`config.mk`:
```
export PLATFORM = sky130hd
export DESIGN_NAME = control_pipe
export DESIGN_NICKNAME = d
export VERILOG_FILES = /design/src/rtl/control_pipe.sv
export SDC_FILE = /design/constraint.sdc
export NUM_CORES = 1
export LEC_CHECK = 0
export BUFFER_PORTS_ARGS = -buffer_cell sky130_fd_sc_hd__buf_2
export CORE_MARGIN = 2
export CORE_UTILIZATION = 50
export CTS_CLUSTER_DIAMETER = 80
export DETAILED_ROUTE_END_ITERATION = 16
export PLACE_DENSITY = 0.82
export SYNTH_ARGS = -nofsm -noshare
export SYNTH_HDL_FRONTEND = slang
export SYNTH_SLANG_ARGS = --single-unit
```
`constraint.sdc`:
```
create_clock -name clk -period 2.5 [get_ports clk]
set_input_delay 0.125 -clock clk [delete_from_list [all_inputs] [get_ports clk]]
set_output_delay 0.125 -clock clk [all_outputs]
set_load 0.01 [all_outputs]
```
`src/rtl/control_pipe.sv`:
```
// Pipeline control-bundle registers (ID/EX, EX/MEM, MEM/WB) with load-use
// stall detection and branch/jump flush of the IF/ID stage.
module control_pipe #(
   parameter int unsigned REG_W = 5
) (
   input  logic             clk,
   input  logic             reset,
   input  logic [1:0]       WB_in,
   input  logic [1:0]       MEM_in,
   input  logic [3:0]       EX_in,
   input  logic             jump_in,
   input  logic             branch_in,
   input  logic             branch_taken_in,
   input  logic [REG_W-1:0] rs_id,
   input  logic [REG_W-1:0] rt_id,
   input  logic [REG_W-1:0] rd_id,
   output logic [3:0]       EX_ex,
   output logic [1:0]       MEM_ex,
   output logic [1:0]       MEM_mem,
   output logic [1:0]       WB_wb,
   output logic [REG_W-1:0] wreg_wb,
   output logic [REG_W-1:0] wreg_mem,
   output logic             stall_out,
   output logic             flush_out
);

   logic [1:0]       wb_ex;
   logic [REG_W-1:0] rt_ex;
   logic [REG_W-1:0] rd_ex;
   logic [1:0]       wb_mem;
   logic             load_use;
   logic             squash;

   // A load in EX whose target is read by the instruction in ID must wait one cycle.
   always_comb begin
      load_use = MEM_ex[1] & (rt_ex != '0) & ((rt_ex == rs_id) | (rt_ex == rt_id));
      // Stall wins over flush: the ID instruction is re-presented next cycle.
      flush_out = (jump_in | (branch_in & branch_taken_in)) & ~load_use;
      stall_out = load_use;
      squash    = load_use | flush_out;
   end

   // Stage registers; only ID/EX can take a bubble, later stages always advance.
   always_ff @(posedge clk) begin
      if (reset) begin
         wb_ex    <= '0;
         MEM_ex   <= '0;
         EX_ex    <= '0;
         rt_ex    <= '0;
         rd_ex    <= '0;
         wb_mem   <= '0;
         MEM_mem  <= '0;
         wreg_mem <= '0;
         WB_wb    <= '0;
         wreg_wb  <= '0;
      end else begin
         if (squash) begin
            wb_ex  <= '0;
            MEM_ex <= '0;
            EX_ex  <= '0;
            rt_ex  <= '0;
            rd_ex  <= '0;
         end else begin
            wb_ex  <= WB_in;
            MEM_ex <= MEM_in;
            EX_ex  <= EX_in;
            rt_ex  <= rt_id;
            rd_ex  <= rd_id;
         end
         wb_mem   <= wb_ex;
         MEM_mem  <= MEM_ex;
         wreg_mem <= EX_ex[3] ? rd_ex : rt_ex;
         WB_wb    <= wb_mem;
         wreg_wb  <= wreg_mem;
      end
   end

endmodule

```
# Word-level counts from Yosys, hierarchy flattened
# Cells that the tools add are included.
[totals]
reg_bits = 34
latch_bits = 0
mem_bits_rw = 0
mem_bits_ro = 0
inputBits = 28
elab_cells = 23
n_memories = 0
[op_classes]
add_sub_neg = 0
n_mul = 0
n_div = 0
magnitude_cmp = 0
n_eq_ne = 2
shift = 0
mux = 1
bitwise_logic = 8
n_reduce_logical = 2
[op_table]
columns = ["cell", "n"]
rows = [
  ["== test 5 bit", 2],
  ["two-way mux 5 bit", 1],
  ["nonzero test 5 bit", 1],
  ["bitwise AND 1 bit", 4],
  ["bitwise OR 1 bit", 3],
  ["OR reduction 2 bit", 1],
  ["NOT 1 bit", 1],
]

# Depth between registers and ports, before layout
[logic_depth]
ltp_word = 7
ltp_mapped = 5
mapped_depth_nobuf = 4

# Worst setup path before layout
# Ideal clock, no wire load.
[synth_path]
path_type = "register to output"
from = "reg rt_ex[1]"
to = "out flush_out"
arrival_time_ps = 1398
required_time_ps = 2375
setup_slack_ps = 977
stages_incl_launch_ff = 5
n_path_buf = 1
path_cell_list = "dfxtp_1 > or4_1 > o21a_1 > buf_6 > a21oi_1"
[synth_between]
elab_chain_len = 5
elab_cells_between_ends = 8
classes_between = "eq/ne (2); bitwise (5); reduce/logical (1)"
[synth_lines]
columns = ["element", "line", "text"]
rows = [
  ["from (decl)", "28", "logic [REG_W-1:0] rt_ex;"],
  ["from (signal assigned)", "67", "rt_ex <= rt_id;"],
  ["== test 5 bit or nonzero test 5 bit (tied branches)", "36", "load_use = MEM_ex[1] & (rt_ex != '0) & ((rt_ex == rs_id) | (rt_ex == rt_id));"],
  ["bitwise OR 1 bit or bitwise AND 1 bit (tied branches)", "36", ""],
  ["bitwise AND 1 bit (*)", "36", ""],
  ["NOT 1 bit (*)", "38", "flush_out = (jump_in | (branch_in & branch_taken_in)) & ~load_use;"],
  ["bitwise AND 1 bit (*)", "38", ""],
  ["to (decl)", "24", "output logic flush_out"],
]
# Every way passes the cells marked *; elsewhere a longest branch is shown, timed or not.

# Worst setup path after layout
[layout_path]
from = "reg rt_ex[1]"
to = "out stall_out"
[layout_between]
elab_chain_len = 3
elab_cells_between_ends = 6
classes_between = "eq/ne (2); bitwise (3); reduce/logical (1)"
[layout_lines]
columns = ["element", "line", "text"]
rows = [
  ["== test 5 bit or nonzero test 5 bit (tied branches)", "36", ""],
  ["bitwise OR 1 bit or bitwise AND 1 bit (tied branches)", "36", ""],
  ["bitwise AND 1 bit (*)", "36", ""],
  ["to (decl)", "23", "output logic stall_out,"],
]
# Marked as above.

==> impl_metrics.py <==
metrics = {
    "critical_path": {
        "critPathArrivalTime_ns": 2.03,
        "reg2reg_to": "EX_ex[1]",
        "reg2reg_from": "rt_ex[3]",
        "ff2ff_path_depth": 5,
        "critPathRequiredTime_ns": 2.38,
        "worstSetupEndpointType": "output pin",
        "rrSetupSlack_ns": 0.84,
        "crit_fanout": 20,
        "critical_path_class": "reg -> out",
        "cp-start-kind": "flip-flop",
    },
    "job": {
        "maxCapViolCount": 0,
    },
    "logic_synthesis": {
        "syn_avg_cell_area_um2": 10.3,
        "synth-seq-area-share_pct": 54.9,
        "ys_ff_latch": 34,
        "ys_warn_count": 0,
        "ys_types": 16,
        "syn_nets": 148,
        "syn_inst": 120,
        "synth_area_mm2": 0.00124,
    },
    "pwr": {
        "peakVddDrop_mv": 0.526,
        "power_density_mw_per_mm2": 656,
        "power_w": 0.00102,
        "leakagePower_nw": 0.701,
    },
    "timing": {
        "worstMarginPinSlew_ns": 0.769,
        "fin_setup_tns_ns": 0,
        "hold_viol": 0,
        "clock.fmax_ghz": 0.464,
        "period_needed_ns": 2.15,
        "fin_worst_skew_ns": 0.00716,
        "fin_ws_ns": 0.345,
        "drv_slew": 0,
        "slew_headroom_pct": 48.7,
        "grt_setup_unrepaired": "no",
        "period_share_pct": 86.2,
        "setup_viol": 0,
    },
    "clocking": {
        "cts_buffer_depth": 2,
        "cts_setup_buffers": 0,
        "cts_resized": 0,
        "clk-insertion-delay-late_ns": 0.33,
        "cts_tree": "yes",
        "cts-buffers-inserted": 5,
        "clock_sinks": 34,
        "htree_levels": 2,
        "clk_pin_slew_ns": 0.10,
        "root_buffer": "clkbuf_4",
        "hold_buffers": 0,
    },
    "routing": {
        "vias_per_cell": 4.90,
        "wirelength_mm": 2.19,
        "via_count": 976,
        "drc": 0,
        "drt_iter0_markers": 10,
        "avgRoutedWirePerCell_um": 11.0,
        "first_pass_iters": 4,
        "ant_nets": 0,
    },
    "global_route": {
        "overflow": 0,
        "grtUsageTotal_pct": 17.5,
        "grt_max_degree": 35,
        "grt_pass1_wl_mm": 3.49,
        "antenna_found_initial": 0,
        "grt_pass1_vias": 845,
    },
    "cells_and_area": {
        "nets": 196,
        "final_common_cell": "buf_2",
        "n_antenna_cell": 0,
        "fin_util_pct": 64.7,
        "drive_gt1_share_pct": 34.9,
        "syn_to_final_growth_pct": 25.9,
        "mostFrequentLayoutCells": "buf_2, dfxtp_1, a21oi_1",
    },
    "die": {
        "core_region_area_mm2": 0.00241,
        "io-pin-count": 50,
        "dieArea_mm2": 0.00289,
        "die_y_um": 53.8,
        "start_util_pct": 51.4,
        "rows": 18,
        "die_w_um": 53.8,
    },
    "placement": {
        "io_buffers": 49,
        "preCtsSetupSlack_ns": 0.721,
        "gp_congestion": 0.805,
    },
    "status": {
        "status": "complete, no violations",
    },
    "min_path": {
        "hold_depth": 3,
        "holdPathEnd": "rd_ex[0]",
        "holdCritStartpoint": "rd_id[0]",
        "hold_class": "in -> reg",
    },
}
## power breakdown
part	switching [W]	leakage, nW	internal (W)
combinational	0.0000474	0.379	0.0000486
clock	0.000169	0.0446	0.000192
sequential	0.00000871	0.277	0.000557
## worst max-delay path by stage
stage	from	to	slack (ns)	depth (start not counted)
2_1_floorplan	rt_ex[1]	flush_out	0.98	4
3_3_place_gp	rt_ex[1]	stall_out	0.76	4
3_5_place_dp	rt_ex[1]	stall_out	0.72	4
4_1_cts	rt_ex[1]	stall_out	0.34	4
5_1_grt	rt_ex[1]	stall_out	0.21	4
6_report	rt_ex[1]	stall_out	0.35	4
## through the flow
step / hold WS (ns) / cell area (µm²) / std cells
6_report: 0.0205 / 1560 / 199
5_1_grt: 0.0107 / 1560 / 199
4_1_cts: 0.00678 / 1560 / 199
3_5_place_dp: 0.377 / 1480 / 191
3_3_place_gp: 0.375 / 1480 / 191
2_1_floorplan: 0.265 / 1240 / 120
## cells by family after synthesis
logic type	share of synthesized area, %
compound gates	9.50
xor+xnor	7.07
buf+inv	3.94
flops	54.9
mux	4.04
simple gates	20.5
## synthesized netlist by cell type
library cell,number,area [µm²]
clkbuf_1,7,26.3
xnor2_1,10,87.6
nand3_1,2,10.0
buf_6,2,22.5
nand2_1,2,7.51
a21oi_2,1,8.76
nor2_1,5,18.8
o22ai_1,1,6.26
nand3b_1,18,135
dfxtp_1,34,681
mux2i_1,5,50.1
nor2b_1,11,68.8
and2_1,1,6.26
or4_1,1,7.51
a21oi_1,19,95.1
o21a_1,1,7.51
## flip-flops by register name (all words and copies together) (netlist names)
signal    flops
wreg_wb       5
MEM_mem       2
wb_ex         2
rt_ex         5
wb_mem        2
rd_ex         5
EX_ex         4
wreg_mem      5
WB_wb         2
MEM_ex        2
## worst max-delay path, stage by stage (launching register included)
cell and delay, ns:
dfxtp_1 0.36, or4_1 0.53, o21a_1 0.41, and2_1 0.27, buf_2 0.13
## layer usage
layer | global-route usage [%] | wire length (µm)
met5 | 0 | 0
met4 | 12.8 | 66
met3 | 5.83 | 185
met2 | 26.4 | 1060
met1 | 20.6 | 884
## final cells by class
| cell class | instances | area (µm²) |
|---|---|---|
| Sequential cell | 34 | 681 |
| Clock buffer | 8 | 78.8 |
| Multi-Input combinational cell | 77 | 509 |
| Tap cell | 30 | 37.5 |
| Timing Repair Buffer | 50 | 253 |
| Fill cell | 212 | 851 |
Power figures use the tool's default switching activity.
